File: src/rtl/debounce_sync.sv
// Synchronise and debounce a raw bouncy input into a clean level plus rise/fall strobes.
// Optional long-press pulse enabled by defining DEBOUNCE_LONGPRESS_EN.
module debounce_sync #(
    parameter int unsigned SYNC_STAGES     = 2,
    parameter int unsigned DEBOUNCE_CYCLES = 4,
    parameter int unsigned CNT_W           = 16,
    parameter int unsigned HOLD_CYCLES     = 16
) (
    input  logic clk,
    input  logic reset,
    input  logic din,
    output logic dout,
    output logic dout_bar,
    output logic rise,
    output logic fall,
    output logic long_press
);

    localparam bit ParamsOk = (SYNC_STAGES >= 2) && (SYNC_STAGES <= 4) &&
                              (DEBOUNCE_CYCLES >= 2) && (HOLD_CYCLES >= 1) &&
                              (longint'(DEBOUNCE_CYCLES) <= (64'd1 << CNT_W)) &&
                              (longint'(HOLD_CYCLES) <= (64'd1 << CNT_W));

    // Illegal configurations leave an empty marker scope in the hierarchy.
    if (!ParamsOk) begin : g_illegal_params
    end

    typedef enum logic [1:0] {
        StStableLow,
        StWaitHigh,
        StStableHigh,
        StWaitLow
    } state_e;

    state_e                 state_q, state_d;
    logic [SYNC_STAGES-1:0] sync_q;
    logic [CNT_W-1:0]       cnt_q, cnt_d;
    logic                   dout_q, dout_d;
    logic                   rise_q, rise_d;
    logic                   fall_q, fall_d;
    logic                   din_s;
    logic                   cnt_done;

    assign din_s    = sync_q[SYNC_STAGES-1];
    assign cnt_done = (cnt_q == CNT_W'(DEBOUNCE_CYCLES - 1));

    always_ff @(posedge clk) begin
        if (reset) begin
            sync_q  <= '0;
            state_q <= StStableLow;
            cnt_q   <= '0;
            dout_q  <= 1'b0;
            rise_q  <= 1'b0;
            fall_q  <= 1'b0;
        end else begin
            sync_q  <= {sync_q[SYNC_STAGES-2:0], din};
            state_q <= state_d;
            cnt_q   <= cnt_d;
            dout_q  <= dout_d;
            rise_q  <= rise_d;
            fall_q  <= fall_d;
        end
    end

    always_comb begin
        state_d = state_q;
        cnt_d   = cnt_q;
        dout_d  = dout_q;
        rise_d  = 1'b0;
        fall_d  = 1'b0;
        unique case (state_q)
            StStableLow: begin
                if (din_s) begin
                    state_d = StWaitHigh;
                    cnt_d   = '0;
                end
            end
            StWaitHigh: begin
                if (!din_s) begin
                    state_d = StStableLow;
                    cnt_d   = '0;
                end else if (cnt_done) begin
                    state_d = StStableHigh;
                    cnt_d   = '0;
                    dout_d  = 1'b1;
                    rise_d  = 1'b1;
                end else begin
                    cnt_d = cnt_q + CNT_W'(1);
                end
            end
            StStableHigh: begin
                if (!din_s) begin
                    state_d = StWaitLow;
                    cnt_d   = '0;
                end
            end
            StWaitLow: begin
                if (din_s) begin
                    state_d = StStableHigh;
                    cnt_d   = '0;
                end else if (cnt_done) begin
                    state_d = StStableLow;
                    cnt_d   = '0;
                    dout_d  = 1'b0;
                    fall_d  = 1'b1;
                end else begin
                    cnt_d = cnt_q + CNT_W'(1);
                end
            end
            default: state_d = StStableLow;
        endcase
    end

    assign dout     = dout_q;
    assign dout_bar = ~dout_q;
    assign rise     = rise_q;
    assign fall     = fall_q;

`ifdef DEBOUNCE_LONGPRESS_EN
    localparam logic [CNT_W:0] HoldLast = (CNT_W + 1)'(HOLD_CYCLES - 1);

    // One extra bit lets the counter park at HOLD_CYCLES, giving one pulse per press.
    logic [CNT_W:0] hold_q, hold_d;
    logic           lp_q, lp_d;

    always_comb begin
        hold_d = hold_q;
        lp_d   = 1'b0;
        if (state_q == StWaitHigh && state_d == StStableHigh) begin
            hold_d = '0;
        end else if (state_q == StStableHigh && hold_q <= HoldLast) begin
            hold_d = hold_q + (CNT_W + 1)'(1);
            lp_d   = (hold_q == HoldLast);
        end
    end

    always_ff @(posedge clk) begin
        if (reset) begin
            hold_q <= '0;
            lp_q   <= 1'b0;
        end else begin
            hold_q <= hold_d;
            lp_q   <= lp_d;
        end
    end

    assign long_press = lp_q;
`else
    assign long_press = 1'b0;
`endif

endmodule

File: config.mk
export PLATFORM = sky130hd
export DESIGN_NAME = debounce_sync
export DESIGN_NICKNAME = d
export VERILOG_FILES = /design/src/rtl/debounce_sync.sv
export SDC_FILE = /design/constraint.sdc
export NUM_CORES = 1
export LEC_CHECK = 0
export ABC_CLOCK_PERIOD_IN_PS = 2100
export CELL_PAD_IN_SITES_DETAIL_PLACEMENT = 0
export CELL_PAD_IN_SITES_GLOBAL_PLACEMENT = 1
export CORE_MARGIN = 4
export CORE_UTILIZATION = 35
export DETAILED_ROUTE_END_ITERATION = 6
export HOLD_SLACK_MARGIN = 0.03
export PLACE_DENSITY = 0.67
export SETUP_SLACK_MARGIN = 0.5
export SLEW_MARGIN = 10
export SYNTH_ARGS = -nofsm -noshare
export SYNTH_HDL_FRONTEND = slang
export SYNTH_SLANG_ARGS = --single-unit
File: constraint.sdc
create_clock -name clk -period 2.1 [get_ports clk]
set_input_delay 0.315 -clock clk [delete_from_list [all_inputs] [get_ports clk]]
set_output_delay 0.315 -clock clk [all_outputs]
set_load 0.02 [all_outputs]
==> metrics.txt, run 1 <==
CORE AREA 3050 sq um; Final ANT Viol Nets 0; global route hottest layer met2; vias per inst 5.29; Worst VDD drop 0.209 mV; Crit path max-delay family simple AND/OR/NAND/NOR gates; clock tree buffer depth 2; hold crit path type in2reg; Final TNS setup 0 ns; latest clock arrival within the worst-skew pair 0.31 ns; clk slew on worst S/H paths 0.14 ns; global-route wire length before repair 4950 microns; RSZ-0062 raised after global routing true; Die ar. 4180 sq um; worst setup path category reg2reg; Hold Path Stages 2; clk sinks 23; layout cells sized above 1 33.5%; M3 GR Usage 2.25%; YS warnings 0; Post-Layout Cell Count 199; power per cell area 475 nW/um^2; WP data arrival 1.95 ns; Iteration-0 DRC Markers 70; GRT overflow 0; filler cell count 309; final hold vios 0; Pleak 0.528 nW; leading cell types in the layout, fill and taps excluded nand2_1 (14), dfxtp_1 (13), nand3_1 (12), buf_4 (12); most common cell after layout, fill and taps aside nand2_1; gpl congestion 0.785; DP Cell Count 188; number of global-route vias before repair 1054; Crit path top cell by count or3_4; H-tree Lvls 1; synthesis-to-layout area growth 32.3%; crit share post-route 80.6%; Final Setup Violations 0; Synth Register Bits 23; Reg2Reg Depth 6; setup skew after layout 0.00486 ns; Post-Syn Instances 138; M1 GR Usage 18.6%; antenna violations before repair 0; final core occ 48.7%; dpl hpwl 1910 microns; initial cell density of the core 36.8%; hold_buf cts 0; Cell variety after synth 39; status finished, final reports clean; worst path bufs/invs 0; I/O Pins 8; Cell Chain, Critical Path ha_4, nor4b_4, and4_4, or3_4, or3_4, o21ai_2; cts bufs inserted 3; cell row count 20; M2 GR Usage 26.3%; Overall Global Routing Usage 15.0%; syn_area_per_cell 8.15 sq um; crit end category flip-flop; Final Net Count 160; CP Depth 6; wire length per cell 14.1 microns; DR vias 1052; die height 64.7 microns; clock period minus worst slack 1.69 ns; Max Cap Viol 0; clock root cell clkbuf_4; Critical-path top delay cell dfxtp_4; critical path data required time 2.36 ns; # diodes 0; Max Clk Rate 0.590 GHz; slowest stage delay, CP 0.38 ns; post-synthesis net count 142; CTS tree done; Port-buffer cells 6; Worst setup SP type flip-flop; post-synthesis sequential area ratio 40.9%; First-pass DRT Iterations 4; worst-path fanout max 5; Synth Cell Area 1120 sq um; Max Slew Vio Count 0; overall die width 64.7 microns; # DRC 0; total routed wirelength 2810 microns; pin count of the biggest net entering global routing 15
-- state kept, by name, summed over array words and instances (netlist names), named ones only --
name	count
sync_q	2
state_q	1
fall	1
rise	1
dout	1
cnt_q	16
-- logic make-up after synthesis --
| family | Yosys count | synth area share [%] |
|---|---|---|
| AO/OA/AOI/OAI | 32 | 16.9 |
| XOR/XNOR | 3 | 3.00 |
| buffers and inverters | 11 | 4.45 |
| adder cells (fa/ha/maj) | 1 | 1.11 |
| other | 1 | 0.333 |
| flip-flops | 23 | 40.9 |
| AND/OR/NAND/NOR | 67 | 33.3 |
-- power by group --
group / internal [mW] / switching, mW
clock: 0.0725 / 0.145
sequential: 0.437 / 0.00499
combinational: 0.0181 / 0.0286
-- cell usage after synthesis, drive strengths merged --
cell type / count / area share [%]
nand3: 12 / 5.3
a22o: 1 / 0.78
nor2: 7 / 2.3
and4: 2 / 1.6
inv: 4 / 1.3
and3: 2 / 1.1
o211ai: 1 / 0.67
nand2b: 1 / 0.56
dfxtp: 23 / 41
a221o: 1 / 0.89
buf: 3 / 1.6
nand3b: 1 / 0.67
o21ai: 12 / 5.7
or3: 5 / 3.6
nor3: 6 / 3.7
nor4b: 2 / 1.6
ha: 1 / 1.1
and3b: 1 / 0.89
nor2b: 2 / 1.1
clkbuf: 4 / 1.6
conb: 1 / 0.33
a31oi: 6 / 3.3
a21oi: 8 / 3.6
and2: 1 / 0.56
nand4: 2 / 1.1
a41oi: 1 / 0.78
a22oi: 1 / 0.67
nand2: 17 / 5.9
nor4: 6 / 3.3
o22ai: 1 / 0.56
xor2: 3 / 3.0
-- per-layer routing --
metal	up-vias	part of all wire, %	routed length, microns
li1	536	-	-
met3	5	3.3	94
met1	494	45	1260
met2	17	50	1410
met5	-	0	0
met4	0	1.6	44
-- worst register-to-register path: stages, from the launching register on --
cell     delay, ns
dfxtp_4       0.38
ha_4          0.16
nor4b_4       0.12
and4_4        0.22
or3_4         0.36
or3_4         0.34
o21ai_2       0.06
-- stage by stage --
| stage | instance area (sq um) | hold WS (ns) | power (mW) | setup WS (ns) |
|---|---|---|---|---|
| after global routing | 1490 | 0.436 | 0.737 | 0.367 |
| after global placement | 1280 | 0.430 | 0.500 | 0.184 |
| after floorplan | 1150 | 0.414 | 0.480 | 0.418 |
| after detailed placement | 1280 | 0.443 | 0.500 | 0.173 |
| final | 1490 | 0.419 | 0.706 | 0.407 |
| after CTS | 1410 | 0.453 | 0.724 | 0.400 |
-- final timing paths --
path,startpoint,to,slack [ns]
hold / removal,reset,cnt_q[0],0.42
setup reg to reg,cnt_q[0],cnt_q[13],0.41
hold reg to reg,sync_q[0],sync_q[1],0.46
setup / recovery,cnt_q[0],cnt_q[13],0.41
-- final cells by class --
type	count	area, sq um	share of cell area [%]
Clock buffer	3	22.5	1.51
Multi-Input combinational cell	104	729	49.0
Timing Repair Buffer	20	178	11.9
Tap cell	44	55.1	3.70
Sequential cell	23	480	32.3
Clock inverter	1	7.51	0.505
Inverter	4	15.0	1.01
-- timing repair --
action	in CTS	in global routing
gates resized for setup	21	23
pin swaps	8	4
setup buffers	7	0
endpoints found under the setup margin	18	21
No activity file was read; power rests on OpenSTA's default activity.
==> run 2: changes to the inputs <==
--- a/config.mk
+++ b/config.mk
@@ -5,14 +5,14 @@
 export SDC_FILE = /design/constraint.sdc
 export NUM_CORES = 1
 export LEC_CHECK = 0
-export ABC_CLOCK_PERIOD_IN_PS = 2100
+export ABC_CLOCK_PERIOD_IN_PS = 1500
 export CELL_PAD_IN_SITES_DETAIL_PLACEMENT = 0
 export CELL_PAD_IN_SITES_GLOBAL_PLACEMENT = 1
 export CORE_MARGIN = 4
 export CORE_UTILIZATION = 35
 export DETAILED_ROUTE_END_ITERATION = 6
 export HOLD_SLACK_MARGIN = 0.03
-export PLACE_DENSITY = 0.67
+export PLACE_DENSITY = 0.7
 export SETUP_SLACK_MARGIN = 0.5
 export SLEW_MARGIN = 10
 export SYNTH_ARGS = -nofsm -noshare
==> constraint.sdc (replaced) <==
create_clock -name clk -period 1.5 [get_ports clk]
set_input_delay 0.225 -clock clk [delete_from_list [all_inputs] [get_ports clk]]
set_output_delay 0.225 -clock clk [all_outputs]
set_load 0.02 [all_outputs]
==> metrics.txt, run 2 (synthesis results as in run 1) <==
status finished with violations; failing checks setup timing; storage element area 479 sq um (-0.26%); clk sinks 23 (unchanged); wire length per cell 12.8 microns (-9.2%); CORE AREA 3050 sq um (unchanged); clock tree buffer depth 2 (unchanged); leading cell types in the layout, fill and taps excluded buf_4 (36), buf_6 (15), nand2_1 (13), dfxtp_1 (12), nand3_1 (11); final core occ 59.5% (+11 points); pin count of the biggest net entering global routing 14 (-1); HP Start din; overall die width 64.7 microns (unchanged); max reg flops 16 (unchanged); Post-Layout Cell Count 232 (+17%); dpl hpwl 2100 microns (+10%); hold crit path type in2reg; Worst setup SP type flip-flop; worst setup path category reg2reg; antenna violations before repair 0 (unchanged); Overall Global Routing Usage 15.6% (+0.68 points); area of the multi-input gates 779 sq um (+6.9%); Port-buffer cells 6 (unchanged); First-pass DRT Iterations 4 (unchanged); cts bufs inserted 3 (unchanged); # diodes 0 (unchanged); Max Slew Vio Count 0 (unchanged); die height 64.7 microns (unchanged); registers with the most flip-flops cnt_q: 16 flops, sync_q: 2 flops; clock period minus worst slack 1.67 ns (-0.0257 ns); final hold vios 0 (unchanged); RSZ-0062 raised after global routing true; CTS tree done; Total Power 1.00 mW (+42%); global-route wire length before repair 5160 microns (+4.2%); Pleak 0.676 nW (+28%); cell row count 20 (unchanged); worst hold slack 0.449 ns (+0.0301 ns); latest clock arrival within the worst-skew pair 0.32 ns (about the same); Final Setup Violations 19 (+19); Placement Setup Slack -0.285 ns (-0.457 ns); Worst Setup Slack, final -0.168 ns (-0.574 ns); layout cells sized above 1 53.2% (+20 points); Iteration-0 DRC Markers 82 (+17%); clk slew on worst S/H paths 0.13 ns (about the same); DP Cell Count 218 (+16%); number of global-route vias before repair 1205 (+14%); placed cell areas 1520 sq um (+19%); H-tree Lvls 1 (unchanged); DR vias 1211 (+15%); WP data arrival 1.93 ns (-0.02 ns); Largest Register cnt_q; Max Cap Viol 0 (unchanged); Worst VDD drop 0.472 mV (+130%); Die ar. 4180 sq um (unchanged); critical path data required time 1.77 ns (-0.59 ns); final non-filler cell area 1820 sq um (+22%); gpl congestion 0.845 (+7.7%); worst r2r src cnt_q[1]; power per cell area 553 nW/um^2 (+16%); GRT overflow 0 (unchanged); setup skew after layout 0.00251 ns (-0.00235 ns); clock root cell clkbuf_4; Crit. Startpoint cnt_q[1]; initial cell density of the core 36.8% (unchanged); I/O Pins 8 (unchanged); Final TNS setup -1.21 ns (-1.21 ns); # DRC 0 (unchanged); hold_buf cts 0 (unchanged); synthesis-to-layout area growth 61.4%; filler cell count 281 (-9.1%); worst-path fanout max 4 (-1); crit end category flip-flop; crit share post-route 111% (+31 points); most common cell after layout, fill and taps aside buf_4; vias per inst 5.22 (-1.3%); Final Net Count 193 (+21%); Final ANT Viol Nets 0 (unchanged); Max Clk Rate 0.600 GHz (+1.5%); total routed wirelength 2980 microns (+5.8%)
run 2: cell count changes in the layout (fill, tap and decap cells not counted), moves of 2 or more:
cell | before | now
a21oi_2 | 1 | 5
o21ai_2 | 2 | 4
buf_4 | 12 | 36
a21oi_1 | 7 | 3
dfxtp_2 | 7 | 9
buf_6 | 2 | 15
dlygate4sd2_1 | 2 | 0
dlymetal6s2s_1 | 3 | 0
run 2: final timing paths:
check               to  slack [ns]  cells after the start
max          cnt_q[13]       -0.17                      6
min          sync_q[0]        0.45                      2
max reg2reg  cnt_q[13]       -0.17                      6
min reg2reg  sync_q[1]        0.46                      1
run 2: repair_timing:
item | in CTS | in global routing
pin swaps | 11 | 10
resized for setup | 65 | 13
setup buffers | 9 | 1
setup endpoints to repair | 25 | 25
run 2: layout make-up:
class | instances | area share, %
tap | 44 | 3.03
sequential | 23 | 26.4
inverter | 4 | 0.827
timing repair buffer | 53 | 25.3
multi-input combinational | 104 | 42.9
clock buffer | 3 | 1.24
clock inverter | 1 | 0.276
run 2: power breakdown:
group / total (mW) / switching, mW / internal (mW)
clock network: 0.291 / 0.191 / 0.0999
logic: 0.0930 / 0.0466 / 0.0463
registers: 0.619 / 0.00472 / 0.614
run 2: routing by layer:
metal	part of all wire [%]	global-route usage (%)	vias to the layer above
met4	1.1	4.22	0
met5	0	0	-
met1	44	18.2	583
met2	53	28.1	15
li1	-	-	609
met3	2.7	4.16	4
run 2: worst max-delay path, cell delays in order (launching register included):
cell and delay [ns]:
dfxtp_2 0.36, ha_4 0.16, nor4b_4 0.12, and4_4 0.21
or3_4 0.37, or3_4 0.34, o21ai_2 0.05
==> run 3: changes to the inputs <==
--- a/config.mk
+++ b/config.mk
@@ -13,6 +13,7 @@
 export DETAILED_ROUTE_END_ITERATION = 6
 export HOLD_SLACK_MARGIN = 0.03
 export PLACE_DENSITY = 0.7
+export REMOVE_ABC_BUFFERS = 1
 export SETUP_SLACK_MARGIN = 0.5
 export SLEW_MARGIN = 10
 export SYNTH_ARGS = -nofsm -noshare
==> metrics.txt, run 3 (synthesis results as in run 1) <==
max reg flops 16 (unchanged); failing checks setup timing; Worst Setup Slack, final -0.133 ns (+0.0351 ns); internal power 0.764 mW (+0.49%); total routed wirelength 3560 microns (+20%); clock period minus worst slack 1.63 ns (-0.0351 ns); dpl hpwl 2270 microns (+8.0%); Max Slew Vio Count 0 (unchanged); Iteration-0 DRC Markers 82 (unchanged); clk sinks 23 (unchanged); hold crit path type in2reg; vias per inst 5.25 (+0.58%); Port-buffer cells 6 (unchanged); flop2flop setup slack -0.13 ns (+0.04 ns); worst path bufs/invs 0 (unchanged); crit end category flip-flop; First-pass DRT Iterations 4 (unchanged); die height 64.7 microns (unchanged); Overall Global Routing Usage 17.3% (+1.7 points); Switching Share 24.3% (+0.11 points); Reg2Reg Depth 6 (unchanged); Largest Register cnt_q; Final TNS setup -1.16 ns (+0.0492 ns); number of global-route vias before repair 1266 (+5.1%); CP Depth 6 (unchanged); Final ANT Viol Nets 0 (unchanged); Critical-path top delay cell or3_4; status finished with violations; RSZ-0062 raised after global routing true; Max Cap Viol 0 (unchanged); slowest stage delay, CP 0.37 ns (about the same); global-route wire length before repair 5670 microns (+9.9%); critical path data required time 1.77 ns (about the same); Die ar. 4180 sq um (unchanged); setup skew after layout 0.00411 ns (+0.00160 ns); Total Power 1.01 mW (+0.64%); sequential share of power 61.1% (-0.6 points); clock power share 29.2% (+0.2 points); crit share post-route 109% (-2.3 points); GRT overflow 0 (unchanged); Worst Hold Path EP sync_q[0]; Worst VDD drop 0.420 mV (-11%); wire length per cell 14.8 microns (+16%); worst setup path category reg2reg; DR vias 1260 (+4.0%); Hold Path Stages 2 (unchanged); cell row count 20 (unchanged); gpl congestion 0.761 (-9.9%); CORE AREA 3050 sq um (unchanged); worst r2r src cnt_q[0]; initial cell density of the core 36.8% (unchanged); clock root cell clkbuf_4; final hold vios 0 (unchanged); Max Clk Rate 0.612 GHz (+2.1%); pin count of the biggest net entering global routing 13 (-1); registers with the most flip-flops cnt_q: 16 flops, sync_q: 2 flops; latest clock arrival within the worst-skew pair 0.32 ns (about the same); synthesis-to-layout area growth 72.5%; Net Sw Power 0.245 mW (+1.1%); Worst setup SP type flip-flop; power share of the combinational group 9.7% (+0.4 points); clk slew on worst S/H paths 0.13 ns (about the same); power per cell area 520 nW/um^2 (-5.9%); # diodes 0 (unchanged); most common cell after layout, fill and taps aside buf_4; leading cell types in the layout, fill and taps excluded buf_4 (41), buf_6 (18), nand2_1 (14), dfxtp_2 (10), dfxtp_1 (10); reg2reg end cnt_q[13]; overall die width 64.7 microns (unchanged); # DRC 0 (unchanged); cts bufs inserted 3 (unchanged); Pleak 0.725 nW (+7.2%); antenna violations before repair 0 (unchanged); Cell Chain, Critical Path ha_4, nor4b_4, and4_4, or3_4, or3_4, o21ai_2; filler cell count 261 (-7.1%); Crit path top cell by count or3_4; Final Net Count 201 (+4.1%); clock tree buffer depth 2 (unchanged); I/O Pins 8 (unchanged); layout cells sized above 1 56.1% (+2.9 points); WP data arrival 1.90 ns (-0.03 ns); CTS tree done; worst-path fanout max 4 (unchanged); HP Start din; Final Setup Violations 18 (-1); H-tree Lvls 1 (unchanged); Crit path max-delay family simple AND/OR/NAND/NOR gates
[run 3: worst reg2reg max path: cells and delay by family, from the launching register on]
kind	cells	cell delay [ns]
AO/OA/AOI/OAI	1	0.06
adder cells (fa/ha/maj)	1	0.16
flip-flops	1	0.36
AND/OR/NAND/NOR	4	1.01
[run 3: power by group through the flow]
stage          logic (mW)  registers [mW]  clock network [mW]
6_report           0.0978           0.617               0.295
5_1_grt             0.107           0.619               0.333
4_1_cts            0.0924           0.623               0.306
3_5_place_dp       0.0761           0.635                   0
3_3_place_gp       0.0751           0.635                   0
2_1_floorplan      0.0266           0.638                   0
[run 3: stage by stage]
stage | setup slack (ns) | instances | area (sq um) | hold WS (ns) | util [%]
floorplan | -0.348 | 131 | 1090 | 0.294 | -
global placement | -0.165 | 225 | 1540 | 0.432 | 50.3
detailed placement | -0.191 | 225 | 1540 | 0.438 | 50.3
CTS | -0.125 | 236 | 1790 | 0.441 | 58.7
global route | -0.183 | 240 | 1940 | 0.442 | 63.6
finish | -0.133 | 240 | 1940 | 0.449 | 63.6
[run 3: what timing repair did]
action / CTS / global route
pin swaps: 18 / 14
gates resized for setup: 78 / 25
hold buffers: 0 / 0
setup buffers: 7 / 4
endpoints found under the hold margin: 0 / 0
endpoints found under the setup margin: 25 / 25
[run 3: worst max-delay path by stage]
stage,start,end,slack (ns)
6_report,cnt_q[0],cnt_q[13],-0.13
2_1_floorplan,cnt_q[0],cnt_q[9],-0.35
3_5_place_dp,cnt_q[0],cnt_q[13],-0.19
4_1_cts,cnt_q[0],cnt_q[13],-0.13
5_1_grt,cnt_q[0],cnt_q[13],-0.18
3_3_place_gp,reset,cnt_q[11],-0.16
[run 3: layer usage]
metal,track usage [%],wire length (microns),vias to the layer above
met4,7.39,115,0
met5,0,0,-
met1,21.1,1470,596
li1,-,-,621
met2,29.6,1810,34
met3,3.29,164,9
[run 3: final cells by class]
cell class	count	area [sq um]	area share [%]
multi-input combinational	104	830	42.7
timing repair buffer	61	531	27.3
sequential	23	484	25.0
tap	44	55.1	2.84
clock buffer	4	26.3	1.35
inverter	4	15.0	0.774
